[config.mk]
export PLATFORM = sky130hd
export DESIGN_NAME = aes_mix_columns_iter
export DESIGN_NICKNAME = d
export VERILOG_FILES = /design/src/rtl/aes_pkg.sv /design/src/rtl/mix_column_unit.sv /design/src/rtl/aes_mix_columns_iter.sv
export SDC_FILE = /design/constraint.sdc
export NUM_CORES = 1
export LEC_CHECK = 0
export BUFFER_PORTS_ARGS = -buffer_cell sky130_fd_sc_hd__buf_2
export CAP_MARGIN = 25
export CORE_MARGIN = 5
export CORE_UTILIZATION = 56
export DETAILED_ROUTE_END_ITERATION = 7
export PLACE_DENSITY = 0.93
export SLEW_MARGIN = 20
export SYNTH_ARGS = -nofsm -noshare
export SYNTH_HDL_FRONTEND = slang
export SYNTH_SLANG_ARGS = --single-unit
[constraint.sdc]
create_clock -name clk -period 5.9 [get_ports clk]
set_input_delay 1.77 -clock clk [delete_from_list [all_inputs] [get_ports clk]]
set_output_delay 1.77 -clock clk [all_outputs]
set_load 0.005 [all_outputs]
[src/rtl/aes_pkg.sv]
// Shared AES definitions: GF(2^8) constants, column type, xtime helper and
// the iterative MixColumns FSM state encoding.
package aes_pkg;

  localparam logic [7:0] AES_POLY = 8'h1B;
  localparam int         NB       = 4;
  localparam int         BYTE_W   = 8;

  typedef logic [NB*BYTE_W-1:0] col_t;

  typedef enum logic [1:0] {
    IDLE,
    BUSY,
    DONE
  } state_t;

  // Multiply by x in GF(2^8) modulo x^8 + x^4 + x^3 + x + 1.
  function automatic logic [BYTE_W-1:0] xtime(input logic [BYTE_W-1:0] b);
    return {b[BYTE_W-2:0], 1'b0} ^ (b[BYTE_W-1] ? AES_POLY : 8'h00);
  endfunction

endpackage

[src/rtl/mix_column_unit.sv]
// Combinational (Inv)MixColumns on one 32-bit column; byte 0 sits in the MSBs.
module mix_column_unit
  import aes_pkg::*;
(
  input  logic [31:0] col_in,
  input  logic        inv,
  output logic [31:0] col_out
);

  logic [BYTE_W-1:0] a   [NB];
  logic [BYTE_W-1:0] x1  [NB];
  logic [BYTE_W-1:0] x2  [NB];
  logic [BYTE_W-1:0] x3  [NB];
  logic [BYTE_W-1:0] fwd [NB];
  logic [BYTE_W-1:0] rev [NB];

  always_comb begin
    for (int i = 0; i < NB; i++) begin
      a[i]  = col_in[31-BYTE_W*i -: BYTE_W];
      x1[i] = xtime(a[i]);
      x2[i] = xtime(x1[i]);
      x3[i] = xtime(x2[i]);
    end
    col_out = '0;
    // Row i multiplies byte (i+k)%4 by matrix entry k of the first row.
    for (int i = 0; i < NB; i++) begin
      fwd[i] = x1[i]
             ^ (x1[(i+1)%NB] ^ a[(i+1)%NB])
             ^ a[(i+2)%NB]
             ^ a[(i+3)%NB];
      rev[i] = (x3[i] ^ x2[i] ^ x1[i])
             ^ (x3[(i+1)%NB] ^ x1[(i+1)%NB] ^ a[(i+1)%NB])
             ^ (x3[(i+2)%NB] ^ x2[(i+2)%NB] ^ a[(i+2)%NB])
             ^ (x3[(i+3)%NB] ^ a[(i+3)%NB]);
      col_out[31-BYTE_W*i -: BYTE_W] = inv ? rev[i] : fwd[i];
    end
  end

endmodule

[src/rtl/aes_mix_columns_iter.sv]
// Iterative AES (Inv)MixColumns engine: COLS_PER_CYCLE columns per cycle,
// valid/ready on both sides, mode latched per block.
module aes_mix_columns_iter
  import aes_pkg::*;
#(
  parameter int DATA_W         = 128,
  parameter int COLS_PER_CYCLE = 1
) (
  input  logic              clk,
  input  logic              reset,
  input  logic              valid_in,
  output logic              ready_in,
  input  logic              inv_in,
  input  logic [DATA_W-1:0] data_in,
  output logic              valid_out,
  input  logic              ready_out,
  output logic [DATA_W-1:0] data_out
);

  localparam int         NUM_STEPS = NB / COLS_PER_CYCLE;
  localparam int         SHIFT     = $clog2(COLS_PER_CYCLE);
  localparam logic [1:0] LAST_STEP = 2'(NUM_STEPS - 1);

  if (DATA_W != 128) begin : g_bad_data_w
    $error("aes_mix_columns_iter: DATA_W must be 128");
  end
  if (COLS_PER_CYCLE != 1 && COLS_PER_CYCLE != 2 && COLS_PER_CYCLE != 4) begin : g_bad_cols
    $error("aes_mix_columns_iter: COLS_PER_CYCLE must be 1, 2 or 4");
  end

  state_t            state_q, state_d;
  logic [1:0]        step_q, step_d;
  logic [DATA_W-1:0] data_q, data_d, data_xf;
  logic              inv_q, inv_d;
  logic              valid_q, valid_d;
  logic              rdy;

  col_t       cols      [NB];
  col_t       cols_next [NB];
  col_t       grp_in    [COLS_PER_CYCLE];
  col_t       grp_out   [COLS_PER_CYCLE];
  logic [1:0] grp_idx   [COLS_PER_CYCLE];

  // Column group for this step starts at step*C; C is a power of two.
  always_comb begin
    for (int c = 0; c < NB; c++) cols[c] = data_q[DATA_W-1-32*c -: 32];
    for (int g = 0; g < COLS_PER_CYCLE; g++) begin
      grp_idx[g] = (step_q << SHIFT) | 2'(g);
      grp_in[g]  = cols[grp_idx[g]];
    end
  end

  for (genvar g = 0; g < COLS_PER_CYCLE; g++) begin : g_mcu
    mix_column_unit u_mcu (
      .col_in  (grp_in[g]),
      .inv     (inv_q),
      .col_out (grp_out[g])
    );
  end

  always_comb begin
    for (int c = 0; c < NB; c++) begin
      cols_next[c] = cols[c];
      for (int g = 0; g < COLS_PER_CYCLE; g++)
        if (grp_idx[g] == 2'(c)) cols_next[c] = grp_out[g];
    end
    data_xf = {cols_next[0], cols_next[1], cols_next[2], cols_next[3]};
  end

  // NOTE: every output of this block gets a default first so no latch is inferred.
  always_comb begin
    state_d = state_q;
    step_d  = step_q;
    data_d  = data_q;
    inv_d   = inv_q;
    valid_d = valid_q;
    rdy     = 1'b0;
    case (state_q)
      IDLE: rdy = 1'b1;
      BUSY: begin
        data_d = data_xf;
        step_d = step_q + 2'd1;
        if (step_q == LAST_STEP) begin
          step_d  = 2'd0;
          valid_d = 1'b1;
          state_d = DONE;
        end
      end
      DONE: begin
        rdy = ready_out;
        if (ready_out) begin
          valid_d = 1'b0;
          state_d = IDLE;
        end
      end
      default: state_d = IDLE;
    endcase
    rdy = rdy & reset;
    if (rdy && valid_in) begin
      data_d  = data_in;
      inv_d   = inv_in;
      step_d  = 2'd0;
      valid_d = 1'b0;
      state_d = BUSY;
    end
  end

  // NOTE: sequential state uses non-blocking assignments only.
  always_ff @(posedge clk) begin
    if (!reset) begin
      state_q <= IDLE;
      step_q  <= 2'd0;
      // NOTE: the wide state register is reset too, so data_out reads zero
      // after reset and an aborted block never leaks out.
      data_q  <= '0;
      inv_q   <= 1'b0;
      valid_q <= 1'b0;
    end else begin
      state_q <= state_d;
      step_q  <= step_d;
      data_q  <= data_d;
      inv_q   <= inv_d;
      valid_q <= valid_d;
    end
  end

  assign ready_in  = rdy;
  assign valid_out = valid_q;
  assign data_out  = data_q;

endmodule

==> results_dict.tcl <==
set metrics [dict create \
    synth_common_cells "dfxtp_1 (134), xnor2_1 (124), nand2_1 (100)" \
    final.period_utilization_pct 79.6 \
    initialDrtViolationCount 1689 \
    syn_inst 1021 \
    fin_skew_ns 0.0114 \
    clk_pin_slew_ns 0.06 \
    synthFlopType "dfxtp_1" \
    cts_buffer_depth 2 \
    required_ns 4.13 \
    setup_tns_ns 0 \
    switching_share_pct 40.2 \
    worstSetupPathType "input port to output pin" \
    crit_path_end "ready_in" \
    worst_slew_pin_slew_ns 1.07 \
    maxCapViolCount 0 \
    cts-root-buf "clkbuf_16" \
    reg2reg_slack_ns 1.56 \
    clock_sinks 134 \
    avgSynthCellArea_sq_um 9.38 \
    drtPass1Iterations 6 \
    synth_top_family_by_area "XOR/XNOR gates" \
    synth-seq-area-share_pct 28.0 \
    grt_util_met1_pct 41.5 \
    synth_cell_type_count 60 \
    vias_per_cell 6.57 \
    synth_top_area_cell "dfxtp_1" \
    syn_nets 1158 \
    ir_drop_v 0.000269 \
    synth_xor_area_share_pct 28.1 \
    cp_max_fo 30 \
    track_usage_pct 35.0 \
    cts_inserted_buffers 17 \
    area_growth_pct 19.8 \
    place_ws_ns 1.27 \
    cts_htree_levels 4 \
    yosys_register_bits 134 \
    pwr-share-clk_pct 23.1 \
    end_kind "output pin" \
    antenna_left 0 \
    period_needed_ns 4.69 \
    grt_pass1_wl_microns 54100 \
    grt_overflow 0 \
    busiest_layer "met2" \
    cts_tree "done" \
    drc 0 \
    cts_hold_buf 0 \
    async_reset_ff_share_pct 0 \
    synthSimpleGateAreaFrac_pct 9.90 \
    dp_cells 1430 \
    grt_max_degree 91 \
    timing.rr.end "data_out[18]$_SDFFE_PN0P_" \
    pwr-share-comb_pct 55.5 \
    cp.arrival_ns 2.92 \
    routed_wl_microns 35900 \
    dieWidth_microns 141 \
    rsz0062_at_grt "no" \
    grt_pass1_vias 9686 \
    dieArea_sq_mm 0.0198 \
    fin_ws_ns 1.21 \
    status "completed" \
    antenna_found_initial 4 \
    place.gp.congestion 0.955 \
    drive_gt1_share_pct 29.6 \
    clock.fmax_mhz 213 \
    ys.warnings.count 0 \
    crit_start "reset" \
    hp-class "register to register" \
    synth_area_sq_mm 0.00958 \
    synth_mux_area_share_pct 9.37 \
    synth_top_area_share_pct 28.0 \
    ios 263 \
    cellPowerDensity_mw_per_mm2 429 \
    num_vias 9638 \
    grtUsageMet2_pct 55.7 \
    dp_hpwl_microns 25000 \
    power.switching_uw 1980 \
    use_met3_pct 11.1 \
    coreArea_sq_mm 0.0167 \
    hp-start "valid_out$_SDFFE_PP0P_" \
    slew_viol_final 0 \
    hold_viol 0 \
    synth-edff-count 0 \
    r2r_cells 8 \
    postCtsSetupBuffers 0 \
    p_seq_share_pct 21.4 \
    p_leak_uw 0.00490 \
    synthAdderAreaFrac_pct 0.523 \
    p_int_uw 2940 \
    nets 1367 \
    final_cells 1466 \
    synth_area_leaders "dfxtp_1 (28%), xnor2_1 (11%), xnor3_1 (6.8%), mux4_2 (6.6%), a21oi_1 (4.7%)" \
    start_util_pct 57.3 \
    synth_compound_area_share_pct 18.9 \
    yosysMostFrequentCell "dfxtp_1" \
    wl_per_cell_microns 24.5 \
    cts_resized 0 \
    clock_latency_ns 0.44 \
    fp.dieH_microns 141 \
    setup_violations 0 \
    portBuffers 262 \
    r2r-start "grp_idx[0]$_SDFFE_PP0P_" \
    row_count 47 \
    slew_headroom_pct 28.6 \
    critPathLaunchType "input port" \
]
-- power by group through the flow --
stage          Combinational [uW]  Clock (uW)  Sequential [uW]
6_report                     2730        1140             1050
5_1_grt                      2830        1170             1060
4_1_cts                      2650        1130             1050
3_5_place_dp                 2610           0             1070
3_3_place_gp                 2550           0             1060
2_1_floorplan                2010           0             1050
-- stage by stage --
| stage | cell area (sq um) | power, uW | util, % | hold WS, ns |
|---|---|---|---|---|
| floorplan | 9580 | 3070 | - | 0.458 |
| finish | 11500 | 4920 | 68.7 | 0.490 |
| CTS | 11500 | 4830 | 68.6 | 0.493 |
| global placement | 10800 | 3620 | 64.8 | 0.455 |
| detailed placement | 10800 | 3670 | 64.8 | 0.473 |
| global route | 11500 | 5070 | 68.7 | 0.513 |
-- area by class of cell --
type,instances,area [sq um]
timing repair buffer,280,1450
sequential,134,2690
clock inverter,11,148
tap,220,275
fill,1155,5230
antenna,3,7.51
inverter,8,30.0
multi-input combinational,789,6400
clock buffer,21,480
-- cells in the final DEF (no fill, tap or decap), types with 4 or more instances in the layout --
| cell type | n |
|---|---|
| a211oi_1 | 17 |
| a21o_1 | 8 |
| a21oi_1 | 90 |
| a22o_1 | 14 |
| a22oi_1 | 54 |
| a31oi_1 | 5 |
| and2_1 | 4 |
| buf_2 | 262 |
| buf_4 | 18 |
| clkbuf_16 | 17 |
| clkbuf_8 | 4 |
| clkinv_4 | 4 |
| dfxtp_1 | 132 |
| ha_1 | 4 |
| inv_1 | 7 |
| mux2i_1 | 15 |
| mux4_1 | 4 |
| mux4_2 | 28 |
| nand2_1 | 100 |
| nand3_1 | 15 |
| nor2_1 | 92 |
| nor3_1 | 8 |
| o211ai_1 | 5 |
| o21a_1 | 10 |
| o21ai_0 | 39 |
| o221ai_1 | 7 |
| o22ai_1 | 8 |
| o311ai_1 | 4 |
| xnor2_1 | 124 |
| xnor2_2 | 9 |
| xnor3_1 | 29 |
| xor2_1 | 47 |
| xor3_1 | 10 |
-- cell families (layout without fill, tap and decap cells) --
group                      count (synthesis)  in the layout
AOI/OAI and AO/OA                        279            279
buffers and inverters                     98            320
DFF                                      134            134
muxes                                     48             48
and+or+nand+nor                          232            232
xor gates and xnor gates                 226            226
adders and majority gates                  4              4
other                                      0              3
-- worst max-delay path, stage by stage --
cell and delay, ns:
buf_2 0.52, inv_2 0.08, nor3_1 0.36, buf_2 0.19
-- registers in the layout (all words and copies together), names as in the netlist --
register and count:
data_out 128, grp_idx 2, state_q 2, inv_q 1, valid_out 1
-- how the worst min path moves through the flow --
stage | slack, ns | cells after the start | to
after floorplan | 0.46 | 2 | valid_out$_SDFFE_PP0P_
after global placement | 0.45 | 2 | valid_out$_SDFFE_PP0P_
after detailed placement | 0.47 | 2 | valid_out$_SDFFE_PP0P_
after CTS | 0.49 | 2 | valid_out$_SDFFE_PP0P_
after global routing | 0.51 | 2 | valid_out$_SDFFE_PP0P_
final | 0.49 | 2 | valid_out$_SDFFE_PP0P_
-- per-layer routing --
layer,up-vias,part of all wire [%]
li1,4055,-
met1,4537,34
met2,825,46
met3,219,13
met4,2,6.8
met5,-,0.020
(Power assumes the default switching activity.)
